## src/rtl/nor_bank_pkg.sv

```systemverilog
// Shared types and constants for the nor_bank NOR-gate bank.
// Fault logic is present only when NOR_BANK_FAULT_EN is defined.
package nor_bank_pkg;

    // Per-channel fault mode; encoding matches the fi_mode input field.
    typedef enum logic [1:0] {
        FI_CLEAR  = 2'b00,
        FI_STUCK0 = 2'b01,
        FI_STUCK1 = 2'b10,
        FI_INVERT = 2'b11
    } fi_mode_e;

    // Fault request handshake states.
    typedef enum logic {
        ST_IDLE  = 1'b0,
        ST_APPLY = 1'b1
    } fi_state_e;

    localparam int unsigned CNT_W_DEFAULT = 16;

    // Apply a channel's fault mode to its raw delayed NOR value.
    function automatic logic fault_mask(input fi_mode_e mode, input logic y_raw);
        logic r;
        case (mode)
            FI_STUCK0: r = 1'b0;
            FI_STUCK1: r = 1'b1;
            FI_INVERT: r = ~y_raw;
            default:   r = y_raw;
        endcase
        return r;
    endfunction

endpackage

```

## src/rtl/nor_bank_delay.sv

```systemverilog
// One-bit registered delay line, DELAY_CYC stages deep, async reset to IV.
module nor_delay_line #(
    parameter int unsigned DELAY_CYC = 1,
    parameter logic        IV        = 1'b0
) (
    input  logic clk_i,
    input  logic rst_i,
    input  logic d_i,
    output logic q_o
);

    logic [DELAY_CYC-1:0] stage_q;

    // A single-stage line has no slice to shift, so it gets its own branch.
    if (DELAY_CYC == 1) begin : g_one
        // Capture the input every cycle.
        always_ff @(posedge clk_i or posedge rst_i) begin
            if (rst_i) begin
                stage_q <= IV;
            end else begin
                stage_q <= d_i;
            end
        end
    end else begin : g_multi
        // Shift toward the MSB; the MSB is the oldest sample.
        always_ff @(posedge clk_i or posedge rst_i) begin
            if (rst_i) begin
                stage_q <= {DELAY_CYC{IV}};
            end else begin
                stage_q <= {stage_q[DELAY_CYC-2:0], d_i};
            end
        end
    end

    assign q_o = stage_q[DELAY_CYC-1];

endmodule

```

## src/rtl/nor_bank.sv

```systemverilog
// Bank of WIDTH NIN-input NOR gates with per-channel registered delay,
// optional fault injection (NOR_BANK_FAULT_EN) and a saturating
// output-transition counter.
module nor_bank
    import nor_bank_pkg::*;
#(
    parameter int unsigned       WIDTH     = 8,
    parameter int unsigned       NIN       = 3,
    parameter int unsigned       DELAY_CYC = 1,
    parameter logic [WIDTH-1:0]  IV        = '0,
    parameter int unsigned       CNT_W     = CNT_W_DEFAULT
) (
    input  logic                  clk,
    input  logic                  rst,
    input  logic [WIDTH*NIN-1:0]  a,
    output logic [WIDTH-1:0]      y,
    input  logic                  fi_valid,
    output logic                  fi_ready,
    input  logic [5:0]            fi_chan,
    input  logic [1:0]            fi_mode,
    output logic                  fi_err,
    input  logic                  cnt_clr,
    output logic [CNT_W-1:0]      tcount
);

    logic [WIDTH-1:0] nor_c;
    logic [WIDTH-1:0] y_raw;

    // Per-channel NOR reduction of the input slice.
    always_comb begin
        nor_c = '0;
        for (int unsigned c = 0; c < WIDTH; c++) begin
            nor_c[c] = ~|a[c*NIN +: NIN];
        end
    end

    for (genvar g = 0; g < WIDTH; g++) begin : g_dl
        nor_delay_line #(
            .DELAY_CYC (DELAY_CYC),
            .IV        (IV[g])
        ) u_dl (
            .clk_i (clk),
            .rst_i (rst),
            .d_i   (nor_c[g]),
            .q_o   (y_raw[g])
        );
    end

`ifdef NOR_BANK_FAULT_EN
    fi_state_e  state_q, state_d;
    logic [5:0] chan_q;
    fi_mode_e   mode_q;
    fi_mode_e   fault_q [WIDTH];
    logic       err_q;
    logic       chan_bad;

    assign chan_bad = (32'(chan_q) >= WIDTH);

    // Next handshake state: accept in IDLE, always return from APPLY.
    always_comb begin
        state_d = state_q;
        case (state_q)
            ST_IDLE:  if (fi_valid) state_d = ST_APPLY;
            default:  state_d = ST_IDLE;
        endcase
    end

    // Handshake state and request latch.
    always_ff @(posedge clk or posedge rst) begin
        if (rst) begin
            state_q <= ST_IDLE;
            chan_q  <= '0;
            mode_q  <= FI_CLEAR;
        end else begin
            state_q <= state_d;
            if (state_q == ST_IDLE && fi_valid) begin
                chan_q <= fi_chan;
                mode_q <= fi_mode_e'(fi_mode);
            end
        end
    end

    // Fault register write in APPLY; out-of-range channel only raises fi_err.
    always_ff @(posedge clk or posedge rst) begin
        if (rst) begin
            for (int unsigned c = 0; c < WIDTH; c++) begin
                fault_q[c] <= FI_CLEAR;
            end
            err_q <= 1'b0;
        end else begin
            err_q <= (state_q == ST_APPLY) && chan_bad;
            if (state_q == ST_APPLY) begin
                for (int unsigned c = 0; c < WIDTH; c++) begin
                    if (chan_q == 6'(c)) begin
                        fault_q[c] <= mode_q;
                    end
                end
            end
        end
    end

    // Output masking straight from the fault registers.
    always_comb begin
        y = '0;
        for (int unsigned c = 0; c < WIDTH; c++) begin
            y[c] = fault_mask(fault_q[c], y_raw[c]);
        end
    end

    assign fi_ready = (state_q == ST_IDLE);
    assign fi_err   = err_q;
`else
    logic unused_fi;

    assign unused_fi = ^{fi_valid, fi_chan, fi_mode};
    assign y         = y_raw;
    assign fi_ready  = 1'b0;
    assign fi_err    = 1'b0;
`endif

    logic [WIDTH-1:0] y_prev_q;
    logic [CNT_W-1:0] tcount_q, tcount_d;

    // Saturating transition count; clear wins over an increment.
    always_comb begin
        tcount_d = tcount_q;
        if (cnt_clr) begin
            tcount_d = '0;
        end else if ((y != y_prev_q) && (tcount_q != '1)) begin
            tcount_d = tcount_q + CNT_W'(1);
        end
    end

    // Previous-output register and counter state.
    always_ff @(posedge clk or posedge rst) begin
        if (rst) begin
            y_prev_q <= IV;
            tcount_q <= '0;
        end else begin
            y_prev_q <= y;
            tcount_q <= tcount_d;
        end
    end

    assign tcount = tcount_q;

endmodule

```

## config.mk

```make
export PLATFORM = sky130hd
export DESIGN_NAME = nor_bank
export DESIGN_NICKNAME = d
export VERILOG_FILES = /design/src/rtl/nor_bank_pkg.sv /design/src/rtl/nor_bank_delay.sv /design/src/rtl/nor_bank.sv
export SDC_FILE = /design/constraint.sdc
export NUM_CORES = 1
export LEC_CHECK = 0
export ABC_AREA = 1
export CAP_MARGIN = 10
export CORE_MARGIN = 5
export CORE_UTILIZATION = 41
export DETAILED_ROUTE_END_ITERATION = 6
export PLACE_DENSITY_LB_ADDON = 0.2
export SLEW_MARGIN = 20
export SYNTH_ARGS = -nofsm -noshare
export SYNTH_HDL_FRONTEND = slang
export SYNTH_SLANG_ARGS = --single-unit
```

## constraint.sdc

```tcl
create_clock -name clk -period 1.7 [get_ports clk]
set_clock_uncertainty 0.2 [all_clocks]
set_input_delay 0.34 -clock clk [delete_from_list [all_inputs] [get_ports clk]]
set_output_delay 0.34 -clock clk [all_outputs]
set_load 0.02 [all_outputs]
```

==> metrics.txt, run 1 <==
number of synthesized register bits 32; area grow syn2layout 40.4%; Place WS -0.0697 ns; CP endpoint kind primary output; hold_ws 0.199 ns; ranking of synthesized cells by area dfrtp_1, nand2_1, inv_1; first-pass GRT wire length 7.10 mm; post-synth top area share 0.425; clock latency on the worst-skew pair 0.29 ns; Worst Path Buf+Inv 1; Reg clk slew, reported paths 0.07 ns; vias 1721; clock root buffer clkbuf_8; met1 Use GR 0.184; CP cell instances dlygate4sd2_1; Crit Path Max Fanout 5; hpwl dp 3.14 mm; die area 6050 um^2; die height 77.8 um; setup TNS 0 ns; CTS tree yes; required time worst endpoint 1.16 ns; slowest CP cell dfrtp_1; cts bufs inserted 5; Hold Path Class input pin to async pin; # H-tree levels 2; mean area per synthesized cell 7.63 um^2; status finished clean; PortBufs 50; routability cong. 0.785; mean number of vias per cell 4.73; CP peak stage delay 0.46 ns; Netlist cell types 27; gr usage total 0.146; initial antenna violation count 0; r2r startpoint tcount[4]; startpoint types flip-flop; grt total ovfl 0; Slew Viols, Final 0; worst reg2reg path depth 6; Cells after Synth 247; mapped cell area 1880 um^2; crit path kind flip-flop to primary output; Total Nets Final 348; non-filler cells, final 364; Sinks on Clock Net 32; WP depth 1; met3 Resource Use GR 0.0440; register-to-register setup slack 0.10 ns; RSZ-0062 raised after global routing yes; largest net degree at the start of global routing 33; final worst setup slack 0.0481 ns; min Tclk post-route 1.65 ns; vias in the first global route 1608; Post-Place Cell Area 2530 um^2; met2 Use GR 0.233; Residual DRC 0; Design Power 1.83 mW; Fin. Hold Viols 0; Leak 1.38 nW; Max Cap Viol 0; Starting DRT DRC Count 65; PD cells 691 nW/um^2; fin area 2650 um^2; standard-cell row count 24; Die X 77.8 um; antenna-violating nets left 0; CTS Buffer Depth 2; I/O Pins 62; f_max 605 MHz; sequential share of the synthesized area 0.425; final setup vio count 0; CP top delay family flip-flops; routed wirelength normalized by instance count 11.2 um; synth warn 0; Inserted Diodes 0; layout cells sized above 1 0.186; grt peak-use layer met2; CORE AREA 4410 um^2; crit path DAT 1.11 ns; Peak VDD IR 541 uV; utilization after layout 0.599; routed wire length 4.07 mm; Initial Util 0.427; fillers 412; # placed instances 355; reg2reg end tcount[9]; drt pass-1 iters 4; cell taking the most area after synthesis dfrtp_1; fin crit share 0.972
## kinds of logic (layout without fill, tap and decap cells)
| group | count (synthesis) | count (layout) | synth area share |
|---|---|---|---|
| simple gates | 155 | 155 | 0.404 |
| buf+inv | 50 | 114 | 0.129 |
| flops | 32 | 32 | 0.425 |
| xor+xnor | 5 | 5 | 0.0232 |
| compound gates | 3 | 3 | 0.00929 |
| fa+ha+maj | 1 | 1 | 0.00664 |
| other cells | 1 | 2 | 0.00199 |
## area by class of cell
class                           count  area, um^2  share of cell area
Multi-Input combinational cell    166         887               0.335
Sequential cell                    32         810               0.306
Timing Repair Buffer               70         642               0.243
Inverter                           36         135              0.0511
Clock buffer                        6        72.6              0.0274
Tap cell                           52        65.1              0.0246
Clock inverter                      2        35.0              0.0132
## worst min-delay path, stage by stage
cell and delay (ns):
clkdlybuf4s50_1 0.40, inv_1 0.10, buf_12 0.21
## cell usage after synthesis, drive strengths merged
master / n
conb: 1
nand2: 75
nor3b: 1
buf: 13
clkbuf: 1
dfrtp: 32
or2: 1
ha: 1
xor2: 4
inv: 36
o21bai: 1
nand3: 30
xnor2: 1
nand4: 14
nor2: 24
a21oi: 1
nor3: 10
o21ai: 1
## routing by layer
metal  wire length [um]  vias to the layer above
met5                  0                        -
met2               2000                       34
met4                 82                        0
met1               1790                      781
li1                   -                      901
met3                209                        5
## report_power, final
part	switching (mW)	internal [mW]	leakage [nW]	total, mW
clock network	0.283	0.435	0.0552	0.717
registers	0.0234	0.788	0.426	0.811
logic	0.152	0.147	0.897	0.299
## worst max path at each step
| stage | from | endpoint |
|---|---|---|
| after floorplan | tcount[0] | tcount[8] |
| after global placement | tcount[0] | tcount[15] |
| after detailed placement | tcount[0] | tcount[14] |
| after CTS | tcount[0] | tcount[0] |
| after global routing | tcount[0] | tcount[10] |
| final | tcount[4] | tcount[4] |
## state kept, by name, summed over array words and instances, names as in the netlist
register       count
tcount            16
g_dl.u_dl.q_o      8
y_prev_q           8
## layout by cell type, fill, tap and decap left out, types with 9 or more instances in the layout
| cell type | instances |
|---|---|
| dlygate4sd2_1 | 23 |
| nand3_1 | 23 |
| nor2_1 | 17 |
| nand2_1 | 72 |
| nor3_1 | 9 |
| clkdlybuf4s50_1 | 26 |
| buf_4 | 18 |
| nand4_1 | 13 |
| dfrtp_1 | 25 |
| inv_1 | 34 |
## what timing repair did
action                                  in CTS  in global routing
hold buffers                                 0                  0
gates resized for setup                     26                 14
hold endpoints to repair                     0                  0
endpoints found under the setup margin      31                 18
buffers inserted                             0                  1
pin swaps                                    0                  1
(Power assumes the default switching activity.)
==> run 2: changes to the inputs <==
--- a/config.mk
+++ b/config.mk
@@ -7,9 +7,11 @@
 export LEC_CHECK = 0
 export ABC_AREA = 1
 export CAP_MARGIN = 10
+export CORE_ASPECT_RATIO = 1.2
 export CORE_MARGIN = 5
 export CORE_UTILIZATION = 41
 export DETAILED_ROUTE_END_ITERATION = 6
+export GPL_TIMING_DRIVEN = 0
 export PLACE_DENSITY_LB_ADDON = 0.2
 export SLEW_MARGIN = 20
 export SYNTH_ARGS = -nofsm -noshare
==> metrics.txt, run 2 (synthesis gave the netlist of run 1 again) <==
status finished clean; die area 6060 um^2; Leak 1.37 nW; initial antenna violation count 0; worst-margin pin slew 0.661 ns; CP cell instances buf_4 > dlygate4sd2_1; gr usage total 0.154; PortBufs 50; CP top delay family buffers and inverters; largest net degree at the start of global routing 33; I/O Pins 62; crit path kind flip-flop to primary output; grt total ovfl 0; vias 1755; non-filler cells, final 373; hpwl dp 3.12 mm; clock root buffer clkbuf_8; area grow syn2layout 42.3%; relative slew slack 0.559; routed wire length 4.34 mm; clock latency on the worst-skew pair 0.28 ns; CP endpoint kind primary output; routability cong. 0.805; Slew Viols, Final 0; mean number of vias per cell 4.71; CTS tree yes; slowest CP cell dfrtp_1; Inserted Diodes 0; drt pass-1 iters 4; Max Cap Viol 0; P_int 1.38 mW; die height 84.3 um; vias in the first global route 1746; routed wirelength normalized by instance count 11.6 um; final setup vio count 0; final worst setup slack 0.0285 ns; PD cells 688 nW/um^2; # placed instances 356; cts bufs inserted 5; Total Nets Final 351; f_max 598 MHz; Fin. Hold Viols 0; Place WS -0.240 ns; # H-tree levels 2; Largest register FFs 16; Post-Place Cell Area 2480 um^2; Sinks on Clock Net 32; min Tclk post-route 1.67 ns; CORE AREA 4530 um^2; Initial Util 0.416; sequential share of power 0.444; Reg clk slew, reported paths 0.07 ns; Crit Path Max Fanout 4; Die X 71.9 um; fin area 2680 um^2; sw frac 0.250; Residual DRC 0; fillers 428; Gate power share 0.170; CTS Buffer Depth 2; clock share of power 0.386; antenna-violating nets left 0; Peak VDD IR 452 uV; P_sw 460 uW; most frequent cells in the layout nand2_1, inv_1, clkdlybuf4s50_1, dfrtp_1, nand3_1; Worst Path Buf+Inv 2; startpoint types flip-flop; required time worst endpoint 1.16 ns; first-pass GRT wire length 7.65 mm; fin crit share 0.983; setup TNS 0 ns; Starting DRT DRC Count 89; most common cell after layout, fill and taps aside nand2_1; Hold Path Class flip-flop to flip-flop; CP peak stage delay 0.41 ns; standard-cell row count 27; register-to-register setup slack 0.05 ns; layout cells sized above 1 0.206; crit path DAT 1.13 ns
## run 2: cell types whose count changed in the layout (fill, tap and decap cells not counted), sizes merged
| cell | before | now |
|---|---|---|
| clkbuf | 7 | 8 |
| dlygate4sd2 | 23 | 16 |
| clkdlybuf4s15 | 0 | 5 |
| buf | 20 | 24 |
## run 2: per-stage QoR
step                      hold WS, ns  total power, mW  utilization
after global routing            0.244             1.94        0.592
after detailed placement        0.209             1.12        0.547
after CTS                       0.225             1.84        0.574
final                           0.223             1.85        0.592
after floorplan                 0.195            0.989            -
after global placement          0.210             1.11        0.547
## run 2: power groups by stage
stage	Clock (mW)	Sequential [mW]	Combinational, mW
after global placement	0	0.833	0.282
final	0.712	0.819	0.314
after floorplan	0	0.842	0.147
after detailed placement	0	0.834	0.285
after global routing	0.768	0.824	0.345
after CTS	0.738	0.819	0.283
## run 2: path summary, 6_finish.rpt
check	from	end	depth (start not counted)
max	g_dl[2].u_dl.q_o	y[2]	2
min	g_dl[1].u_dl.q_o	y_prev_q[1]	0
max reg2reg	tcount[7]	tcount[6]	7
min reg2reg	g_dl[1].u_dl.q_o	y_prev_q[1]	0
max in group asynchronous	rst	tcount[0]	2
min in group asynchronous	rst	tcount[14]	2
## run 2: cell type report
class,instances,area [um^2],share of cell area
clock buffers,6,72.6,0.0271
inverters,36,138,0.0513
flip-flops and latches,32,810,0.302
well taps,58,72.6,0.0271
repair buffers,60,556,0.207
multi-input cells,166,893,0.333
clock inverters,2,35.0,0.0131
plain buffers,13,105,0.0392
## run 2: repair_timing
| item | in CTS | in global routing |
|---|---|---|
| hold buffers | 0 | 0 |
| pin swaps | 2 | 1 |
| gates resized for setup | 27 | 23 |
| cloned | 0 | 0 |
| endpoints found under the setup margin | 39 | 24 |
| setup buffers | 5 | 5 |
## run 2: worst register-to-register path: cells and delay by family, from the launching register on
| kind | cells | cell delay (ns) |
|---|---|---|
| buf+inv | 1 | 0.13 |
| flops | 1 | 0.49 |
| simple gates | 6 | 0.76 |
## run 2: layer usage
layer	share of wire	GRT usage	vias up
met5	0	0	-
met4	0.0067	0.0427	0
met3	0.060	0.0431	4
met2	0.53	0.266	41
met1	0.41	0.186	810
li1	-	-	900
==> edit (flow settings as in run 2) <==
`NIN`: 3 -> 6.
--- a/src/rtl/nor_bank.sv
+++ b/src/rtl/nor_bank.sv
@@ -5,7 +5,7 @@
     import nor_bank_pkg::*;
 #(
     parameter int unsigned       WIDTH     = 8,
-    parameter int unsigned       NIN       = 3,
+    parameter int unsigned       NIN       = 6,
     parameter int unsigned       DELAY_CYC = 1,
     parameter logic [WIDTH-1:0]  IV        = '0,
     parameter int unsigned       CNT_W     = CNT_W_DEFAULT
Interface: changed (resized a); port bits go from 62 to 86. The function was not compared with the original's and may differ.
==> edit against run 2 <==
Routed wire length rose by 9.8%; sequential cell count did not move; count of clock-buffer cells in the layout rose by 1; area after synthesis rose by 4.1%; cell area rose by 10%; total power fell by 9.7%; setup slack improved by 0.019 ns; die area rose by 3.5%; highest routed layer unchanged.
==> edit: results (changes against run 2) <==
[outcome]
status = completed  ; unchanged

[logic_synthesis]
synthTopCellsByArea = dfrtp_1, nand2_1, nand3_1  ; was dfrtp_1, nand2_1, inv_1
synth_commonest_cells = nand2_1, inv_1, dfrtp_1  ; unchanged
async_flop_share_pct = 100.0  ; unchanged
yosysSeqAreaShare_pct = 40.84  ; was 42.50%
syn_inst = 270  ; was 247

[hold_path]
hp-start = g_dl[6].u_dl.q_o  ; was g_dl[1].u_dl.q_o
hold_end = y_prev_q[6]  ; was y_prev_q[1]

[worst_setup_path]
crit_end = y[7]  ; was y[2]
timing.rr.end = tcount[7]  ; was tcount[6]
crit_arrival_ns = 1.11  ; was 1.13 ns
rrSetupSlack_ns = 0.08  ; was 0.05 ns
crit_start = g_dl[7].u_dl.q_o  ; was g_dl[2].u_dl.q_o
rr_worst_depth = 7  ; unchanged
timing.rr.start = tcount[0]  ; was tcount[7]

[finish]
multi_input_area_um2 = 962.2  ; was 893.4 um^2
inverters = 38  ; was 36
fill_cells = 403  ; was 428
multi_input_gates = 185  ; was 166
syn2layout_area_growth_pct = 50.80  ; was 42.30%
nNonClkBuffers = 96  ; was 73
seqCellArea_um2 = 808.3  ; was 809.5 um^2
layout.nets = 419  ; was 351
n_sequential_cell = 32  ; unchanged
clock_cell_area_share_pct = 3.174  ; was 4.013%
drive_gt1_share_pct = 15.32  ; was 20.63%
layout.nonclk_buf_share_pct = 29.58  ; was 24.64%

[sta]
min_period_over_period_pct = 97.23  ; was 98.32%
relSlewSlack_pct = 55.80  ; was 55.87%
timing.hold.ws_ns = 0.2259  ; was 0.2232 ns

[global_routing]
grt_pass1_wl_um = 8100  ; was 7652 um
grt_pass1_vias = 1898  ; was 1746
use_met2_pct = 27.26  ; was 26.59%
met3_usage_pct = 5.510  ; was 4.311%
grt_use_met1_pct = 18.82  ; was 18.56%
grt_usage_pct = 16.13  ; was 15.41%

[placement]
numPortBuffers = 74  ; was 50
place_area_um2 = 2780  ; was 2476 um^2
dpl.cell_count = 403  ; was 356
gp_congestion = 0.7855  ; was 0.8054
preCtsSetupSlack_ns = -0.1664  ; was -0.2401 ns
dp_hpwl_um = 3566  ; was 3122 um

[detailed_routing]
routed_via_density = 4.719  ; was 4.705
met2_length_um = 2377  ; was 2287 um
routed.top_layer = met4  ; unchanged
dr_wl_met3_um = 419  ; was 261 um
wl_met1_um = 1909  ; was 1766 um
wl_per_cell_um = 11.44  ; was 11.65 um
wl_um = 4771  ; was 4344 um
drt_first_iter_violations = 168  ; was 89

[power]
leakage_nw = 1.520  ; was 1.374 nW
clkPwrFrac_pct = 36.9  ; was 38.6%
clock_power_mw = 0.615  ; was 0.712 mW
internal-power_mw = 1.258  ; was 1.385 mW
peakVddDrop_v = 0.0004078  ; was 0.0004518 V
p_seq_mw = 0.782  ; was 0.819 mW

[cts]
clk_latency_ns = 0.28  ; about the same
cts_buffer_depth = 2  ; unchanged

[edit: cell types whose count changed after synthesis, sizes merged, moves of 2 or more]
| cell | change |
|---|---|
| and2 | +8 |
| buf | +2 |
| inv | +2 |
| nand2 | +4 |
| nand4 | +2 |
| nor2 | +8 |
| nor3 | -8 |
| nor4 | +8 |
[edit: logic make-up (layout without fill, tap and decap cells)]
family	Yosys count	after routing	share of synthesized area, %
simple gates	177	177	43.08
buf+inv	54	142	13.02
xor+xnor	5	5	2.233
fa+ha+maj	1	1	0.6381
other cells	1	2	0.1913
flops	32	32	40.84
[edit: worst max-delay path: stages, from the launching register on]
cell,delay (ns)
dfrtp_1,0.41
buf_4,0.14
clkdlybuf4s15_1,0.28
[edit: repair_timing]
action / 4_1_cts / 5_1_grt
buffers inserted: 0 / 6
gates resized for setup: 31 / 27
endpoints found under the setup margin: 40 / 23
pin swaps: 1 / 2
